`config.mk`:
```
export PLATFORM = sky130hd
export DESIGN_NAME = alu_issue_ctrl
export DESIGN_NICKNAME = d
export VERILOG_FILES = /design/src/rtl/alu_issue_ctrl.sv
export SDC_FILE = /design/constraint.sdc
export NUM_CORES = 1
export LEC_CHECK = 0
export ABC_CLOCK_PERIOD_IN_PS = 3400
export BUFFER_PORTS_ARGS = -buffer_cell sky130_fd_sc_hd__buf_2
export CORE_ASPECT_RATIO = 0.5
export CORE_UTILIZATION = 30
export DETAILED_ROUTE_END_ITERATION = 10
export PLACE_DENSITY_LB_ADDON = 0.3
export SLEW_MARGIN = 20
export SYNTH_ARGS = -nofsm -noshare
export SYNTH_HDL_FRONTEND = slang
export SYNTH_SLANG_ARGS = --single-unit
export TNS_END_PERCENT = 30
```
`constraint.sdc`:
```
create_clock -name soc_clk -period 3.4 [get_ports soc_clk]
set_input_delay 1.02 -clock soc_clk [delete_from_list [all_inputs] [get_ports soc_clk]]
set_output_delay 1.02 -clock soc_clk [all_outputs]
set_load 0.03 [all_outputs]
```
`src/rtl/alu_issue_ctrl.sv`:
```
// alu_issue_ctrl: issue sequencer between decode and ALU_top.
// Handles operand select, ALU handshake, timeout, branch retire.
module alu_issue_ctrl #(
  parameter int TIMEOUT_CYCLES = 16,
  parameter int ERR_CNT_W      = 8
) (
  input  logic                 soc_clk,
  input  logic                 reset,
  input  logic                 issue_valid,
  output logic                 issue_ready,
  input  logic [5:0]           issue_op,
  input  logic [31:0]          issue_rs1_val,
  input  logic [31:0]          issue_rs2_val,
  input  logic [31:0]          issue_imm,
  input  logic                 issue_use_imm,
  input  logic [4:0]           issue_rd,
  input  logic [31:0]          issue_pc,
  output logic                 dat_ready,
  output logic [31:0]          ALU_dat1,
  output logic [31:0]          ALU_dat2,
  output logic [5:0]           Instruction_from_CU,
  input  logic [31:0]          ALU_out,
  input  logic                 ALU_zero,
  input  logic                 ALU_overflow,
  input  logic                 ALU_con_met,
  input  logic                 ALU_err,
  input  logic                 ALU_ready,
  output logic                 wb_valid,
  input  logic                 wb_ready,
  output logic                 wb_we,
  output logic [4:0]           wb_rd,
  output logic [31:0]          wb_data,
  output logic [2:0]           wb_flags,
  output logic                 br_taken,
  output logic [31:0]          br_target,
  output logic                 wb_err,
  output logic [ERR_CNT_W-1:0] err_count
);

  typedef enum logic [2:0] {
    S_IDLE,
    S_SETUP,
    S_PULSE,
    S_WAIT,
    S_RESP
  } state_t;

  localparam logic [7:0] TMO_LAST = 8'(TIMEOUT_CYCLES - 1);

  state_t      state_q, state_d;
  logic [7:0]  tmo_q;
  logic [31:0] pc_q;
  logic [31:0] imm_q;
  logic [4:0]  rd_q;
  logic        is_br_q;

  logic in_br, in_alu, in_legal;
  logic accept, ret_alu, ret_tmo, wb_fire;

  assign in_br    = issue_op inside {[6'd4:6'd9]};
  assign in_alu   = issue_op inside {[6'd27:6'd36]};
  assign in_legal = in_br || in_alu;

  assign issue_ready = (state_q == S_IDLE);
  assign dat_ready   = (state_q == S_PULSE);
  assign wb_valid    = (state_q == S_RESP);

  assign accept  = issue_valid && issue_ready;
  assign ret_alu = (state_q == S_WAIT) && ALU_ready;
  assign ret_tmo = (state_q == S_WAIT) && !ALU_ready
                && (tmo_q == TMO_LAST);
  assign wb_fire = wb_valid && wb_ready;

  // State register
  always_ff @(posedge soc_clk or negedge reset) begin
    if (!reset) state_q <= S_IDLE;
    else        state_q <= state_d;
  end

  // Next-state logic
  always_comb begin
    state_d = state_q;
    unique case (state_q)
      S_IDLE:
        if (accept) state_d = in_legal ? S_SETUP : S_RESP;
      S_SETUP: state_d = S_PULSE;
      S_PULSE: state_d = S_WAIT;
      S_WAIT:
        if (ret_alu || ret_tmo) state_d = S_RESP;
      S_RESP:
        if (wb_ready) state_d = S_IDLE;
      default: state_d = S_IDLE;
    endcase
  end

  // WAIT-cycle counter, zeroed while the ALU is being pulsed
  always_ff @(posedge soc_clk or negedge reset) begin
    if (!reset)                 tmo_q <= '0;
    else if (state_q == S_WAIT) tmo_q <= tmo_q + 8'd1;
    else                        tmo_q <= '0;
  end

  // Captured operation fields
  always_ff @(posedge soc_clk or negedge reset) begin
    if (!reset) begin
      pc_q    <= '0;
      imm_q   <= '0;
      rd_q    <= '0;
      is_br_q <= 1'b0;
    end else if (accept) begin
      pc_q    <= issue_pc;
      imm_q   <= issue_imm;
      rd_q    <= issue_rd;
      is_br_q <= in_br;
    end
  end

  // ALU operand/opcode registers, live from SETUP to end of WAIT
  always_ff @(posedge soc_clk or negedge reset) begin
    if (!reset) begin
      ALU_dat1            <= '0;
      ALU_dat2            <= '0;
      Instruction_from_CU <= '0;
    end else if (accept && in_legal) begin
      ALU_dat1            <= issue_rs1_val;
      ALU_dat2            <= (in_alu && issue_use_imm)
                           ? issue_imm : issue_rs2_val;
      Instruction_from_CU <= issue_op;
    end else if (ret_alu || ret_tmo) begin
      ALU_dat1            <= '0;
      ALU_dat2            <= '0;
      Instruction_from_CU <= '0;
    end
  end

  // Retire bundle, loaded on entry to RESP and cleared on acceptance
  always_ff @(posedge soc_clk or negedge reset) begin
    if (!reset) begin
      wb_we     <= 1'b0;
      wb_rd     <= '0;
      wb_data   <= '0;
      wb_flags  <= '0;
      br_taken  <= 1'b0;
      br_target <= '0;
      wb_err    <= 1'b0;
    end else if (accept && !in_legal) begin
      wb_we     <= 1'b0;
      wb_rd     <= issue_rd;
      wb_data   <= '0;
      wb_flags  <= '0;
      br_taken  <= 1'b0;
      br_target <= '0;
      wb_err    <= 1'b1;
    end else if (ret_alu) begin
      wb_rd     <= rd_q;
      wb_flags  <= {ALU_overflow, ALU_zero, ALU_con_met};
      wb_err    <= ALU_err;
      if (is_br_q) begin
        wb_we     <= 1'b0;
        wb_data   <= '0;
        br_taken  <= ALU_con_met && !ALU_err;
        br_target <= pc_q + imm_q;
      end else begin
        wb_we     <= (rd_q != 5'd0) && !ALU_err;
        wb_data   <= ALU_out;
        br_taken  <= 1'b0;
        br_target <= '0;
      end
    end else if (ret_tmo) begin
      wb_we     <= 1'b0;
      wb_rd     <= rd_q;
      wb_data   <= '0;
      wb_flags  <= '0;
      br_taken  <= 1'b0;
      br_target <= is_br_q ? (pc_q + imm_q) : '0;
      wb_err    <= 1'b1;
    end else if (wb_fire) begin
      wb_we     <= 1'b0;
      wb_rd     <= '0;
      wb_data   <= '0;
      wb_flags  <= '0;
      br_taken  <= 1'b0;
      br_target <= '0;
      wb_err    <= 1'b0;
    end
  end

  // Saturating count of retired errors
  always_ff @(posedge soc_clk or negedge reset) begin
    if (!reset)
      err_count <= '0;
    else if (wb_fire && wb_err && !(&err_count))
      err_count <= err_count + 1'b1;
  end

endmodule

```
==> summary by stage <==
GRT
The combined global-route utilization of all metal layers is 17.70%. The global-route wire length before repair is 53450 µm. The initial antenna violation count is 2. Entering global routing, the biggest net connects 104 pins. The via count of the first global-routing pass came to 9324.

The total congestion overflow is 0.

Logic synthesis
The most instantiated flip-flop cell in the synthesis netlist is sky130_fd_sc_hd__dfrtp_1. The number of flops mapped to enable cells by yosys is 0. The sequential element share of the synthesized area is 52.50%. For this run, the number of Yosys warnings is 0. Dividing the synthesized area by the synthesized cell count gives 9.279 µm². The mapped netlist covers 0.01115 mm². The flop and latch count out of synthesis is 234.

Synthesis produced a netlist whose cell count is 1202. The total nets after synthesis is 1417. After synthesis, the share of flip-flops with an asynchronous set or reset is 100.0%. The number of unique standard cell types used by synthesis is 66.

Clocking
The clock edge transition at the registers on the reported setup and hold paths is 0.06 ns. Gates resized during post-CTS repair numbered 0. TritonCTS built the clock tree.

The total number of clock tree sinks is 234. The number of setup buffers added after CTS is 0. The maximum root-to-sink buffer count is 3. The root buffer cell is sky130_fd_sc_hd__clkbuf_16.

The count of hold buffers inserted by post-cts repair is 0. The level count of the clock H-tree is 1. The worst-skew pair later-pin latency is 0.54 ns. The total clock buffers created by CTS is 25.

Timing
The number of failing setup endpoints in the final timing report is 0. The number of hold-slack violations in the final timing report came to 0. The headroom to the max-slew limit is 47.98%. The number of pins with negative max-slew slack in the final report is 0. The shortest clock period the worst path allows after layout is 2.831 ns.

The worst hold slack is 0.4083 ns. The largest clock skew in the final design is 0.01939 ns. After routing, the total negative slack on setup checks comes to 0 ns.

The top achievable clock speed is 353.2 MHz. At the pin with the least slew margin, the transition time is 0.7606 ns. Setup repair after global routing left no endpoint under its margin.

The final worst-path cycle share is 83.27%. The setup slack of the critical path after layout is 0.5687 ns.

Setup path
The critical path launch point type is a flop. The startpoint-to-endpoint class of the critical path is reg2reg. In this run the worst path has a maximum fanout of 7. The endpoint arrival time on the critical path is 3.23 ns. The cell that appears most often on the critical path is sky130_fd_sc_hd__o211ai_1. STA classifies the critical path endpoint as a flop. The signal on the critical path passes through ha_1 -> a21oi_1 -> o21ai_0 -> a2111oi_0 -> o211ai_1 -> o211ai_1 -> xor2_1 -> o21ai_1. The delay contributed by the slowest stage of the critical path is 0.73 ns. The worst register-to-register path has a depth of 8.

For the worst setup path, the data required time is 3.80 ns. The highest-delay cell along the critical path is sky130_fd_sc_hd__a2111oi_0.

Pwr
The leakage component of the power is 7.702 nW. The net switching power figure is 6.063 mW. Internal power comes to 7.597 mW. In this run, flip-flops and latches consume 32.6% of the power. The power density of the placed cells is 961.3 mW/mm². The combinational group share of total power is 47.0%. The relative contribution of the clock network to total power is 20.4%. The switching portion of total power is 44.39%. The largest vdd supply drop is 0.0003566 V.

Route
The average via count per standard cell is 4.773. The via count is 9613. For this run, design rule violations remaining after detail routing come to 3.

Summed over all layers, the routed wires come to 34350 µm. The count of routing violations after the opening detailed-route iteration is 570. The detail route stage leaves a number of antenna-violating nets equal to 0. The number of optimization iterations in the first detailed-route pass is 7. In the final routed layout, each cell accounts on average for 17.06 µm.

Layout
Measured on the finished design, the core utilization comes to 39.22%. In the final layout, flip-flops and latches occupy 0.005856 mm². For this run, the post-layout net count is 1726. Relative to the synthesized area, the layout overhead comes to 27.42%. The most frequent standard cell in the layout excluding fill and tap cells is sky130_fd_sc_hd__nand2_1. For this run, the number of standard cells in the final layout without fillers is 2014.

The multi-input gate area in the final layout is 0.004996 mm². The number of fill cells in the layout is 3675. The proportion of layout cells with a drive suffix above 1 is 27.29%.

In the layout the commonest cells are sky130_fd_sc_hd__nand2_1 (342), sky130_fd_sc_hd__buf_2 (335), sky130_fd_sc_hd__dfrtp_1 (234).

Die
The overall die height is 138.3 µm. The die extent in x is 274.7 µm. In this run the count of I/O pins placed on the die edge is 337. The total area inside the core boundary comes to 0.03623 mm². The number of standard-cell rows in the floorplan is 49. The initial utilization of the core area, before any placement, comes to 30.78%. The area of the die is 0.03800 mm².

Run
Max-cap violations in this run came to 0.

Hold path
The min-delay analysis places its worst path in the category in2async.

Placed design
The congestion estimate from routability-driven global placement came to 0.8472. Input and output buffers added on the ports amount to 336. The number of cells in the design after placement is 1968. Once detailed placement completed, the half-perimeter wirelength came to 25120 µm. Before CTS, the worst setup slack after placement is 0.5557 ns.

Run status
The checks that failed: design-rule violations. The run finished, with violations left.
==> flip-flops by register name, indices dropped and copies added (netlist names), 6 cells and up <==
| signal | flops |
|---|---|
| Instruction_from_CU | 6 |
| br_target | 32 |
| err_count | 8 |
| ALU_dat1 | 32 |
| ALU_dat2 | 32 |
| tmo_q | 8 |
| pc_q | 32 |
| imm_q | 32 |
| wb_data | 32 |
==> layer usage <==
layer | vias to the layer above | routed length, µm | track usage (%)
met1 | 4703 | 15110 | 23.40
met2 | 140 | 17150 | 29.88
met5 | - | 0 | 0
li1 | 4712 | - | -
met4 | 0 | 922 | 5.117
met3 | 58 | 1172 | 2.710
==> path summary, 6_finish.rpt <==
| kind | startpoint | to | slack, ns |
|---|---|---|---|
| min in group soc_clk | tmo_q[0]$_DFF_PN0_ | tmo_q[0]$_DFF_PN0_ | 0.47 |
| min reg2reg | tmo_q[0]$_DFF_PN0_ | tmo_q[0]$_DFF_PN0_ | 0.47 |
| max reg2reg | pc_q[25]$_DFFE_PN0P_ | br_target[30]$_DFFE_PN0P_ | 0.57 |
| max in group asynchronous | reset | wb_data[5]$_DFFE_PN0P_ | 2.17 |
| min | reset | imm_q[18]$_DFFE_PN0P_ | 0.41 |
| max | pc_q[25]$_DFFE_PN0P_ | br_target[30]$_DFFE_PN0P_ | 0.57 |
==> layout make-up <==
type                    instances  share of cell area [%]
flip-flops and latches        234                   41.20
multi-input cells             888                   35.16
repair buffers                354                   13.38
clock buffers                  38                   5.168
well taps                     484                   4.261
clock inverters                 6                  0.5811
inverters                       8                  0.2113
diodes                          2                 0.03522
==> worst max-delay path: cells and delay by family (launching register included) <==
family / cells / cell delay [ns]
AOI/OAI and AO/OA: 6 / 1.72
adders and majority gates: 1 / 0.41
DFF: 1 / 0.39
xor gates and xnor gates: 1 / 0.18
==> Yosys cell counts (18+ instances only) <==
master / n / share of area (%)
sky130_fd_sc_hd__nand3_1: 81 / 3.6
sky130_fd_sc_hd__mux2i_1: 36 / 3.2
sky130_fd_sc_hd__a21oi_1: 38 / 1.7
sky130_fd_sc_hd__clkbuf_1: 31 / 1.0
sky130_fd_sc_hd__xnor2_1: 20 / 1.6
sky130_fd_sc_hd__dfrtp_1: 234 / 53
sky130_fd_sc_hd__nand2_1: 344 / 12
sky130_fd_sc_hd__ha_1: 33 / 3.7
sky130_fd_sc_hd__a22oi_1: 36 / 2.4
sky130_fd_sc_hd__o21ai_0: 61 / 2.7
sky130_fd_sc_hd__xor2_1: 18 / 1.4
sky130_fd_sc_hd__buf_2: 29 / 1.3
sky130_fd_sc_hd__o21ai_1: 26 / 1.2
sky130_fd_sc_hd__nor2_1: 68 / 2.3
==> per-stage QoR <==
step	cell area (µm²)	total power, mW
after global placement	13390	10.91
after detailed placement	13390	10.95
final	14210	13.66
after global routing	14210	14.63
after floorplan	11150	8.958
after CTS	14210	13.82
==> logic make-up (layout without fill, tap and decap cells) <==
| logic type | Yosys count | in the layout | synth area share (%) |
|---|---|---|---|
| other | 0 | 2 | 0 |
| AND/OR/NAND/NOR | 556 | 556 | 21.47 |
| XOR/XNOR | 38 | 38 | 2.984 |
| flip-flops | 234 | 234 | 52.50 |
| multiplexers | 37 | 37 | 3.332 |
| buffers and inverters | 80 | 406 | 3.051 |
| adder cells (fa/ha/maj) | 34 | 34 | 3.882 |
| AO/OA/AOI/OAI | 223 | 223 | 12.78 |
==> power by group through the flow <==
stage	Combinational, mW	Clock [mW]	Sequential, mW
floorplan	3.40	0	5.56
global placement	6.43	0	4.49
detailed placement	6.45	0	4.50
CTS	6.48	2.88	4.47
global route	7.06	2.98	4.59
finish	6.42	2.78	4.46
Power figures use the tool's default switching activity.
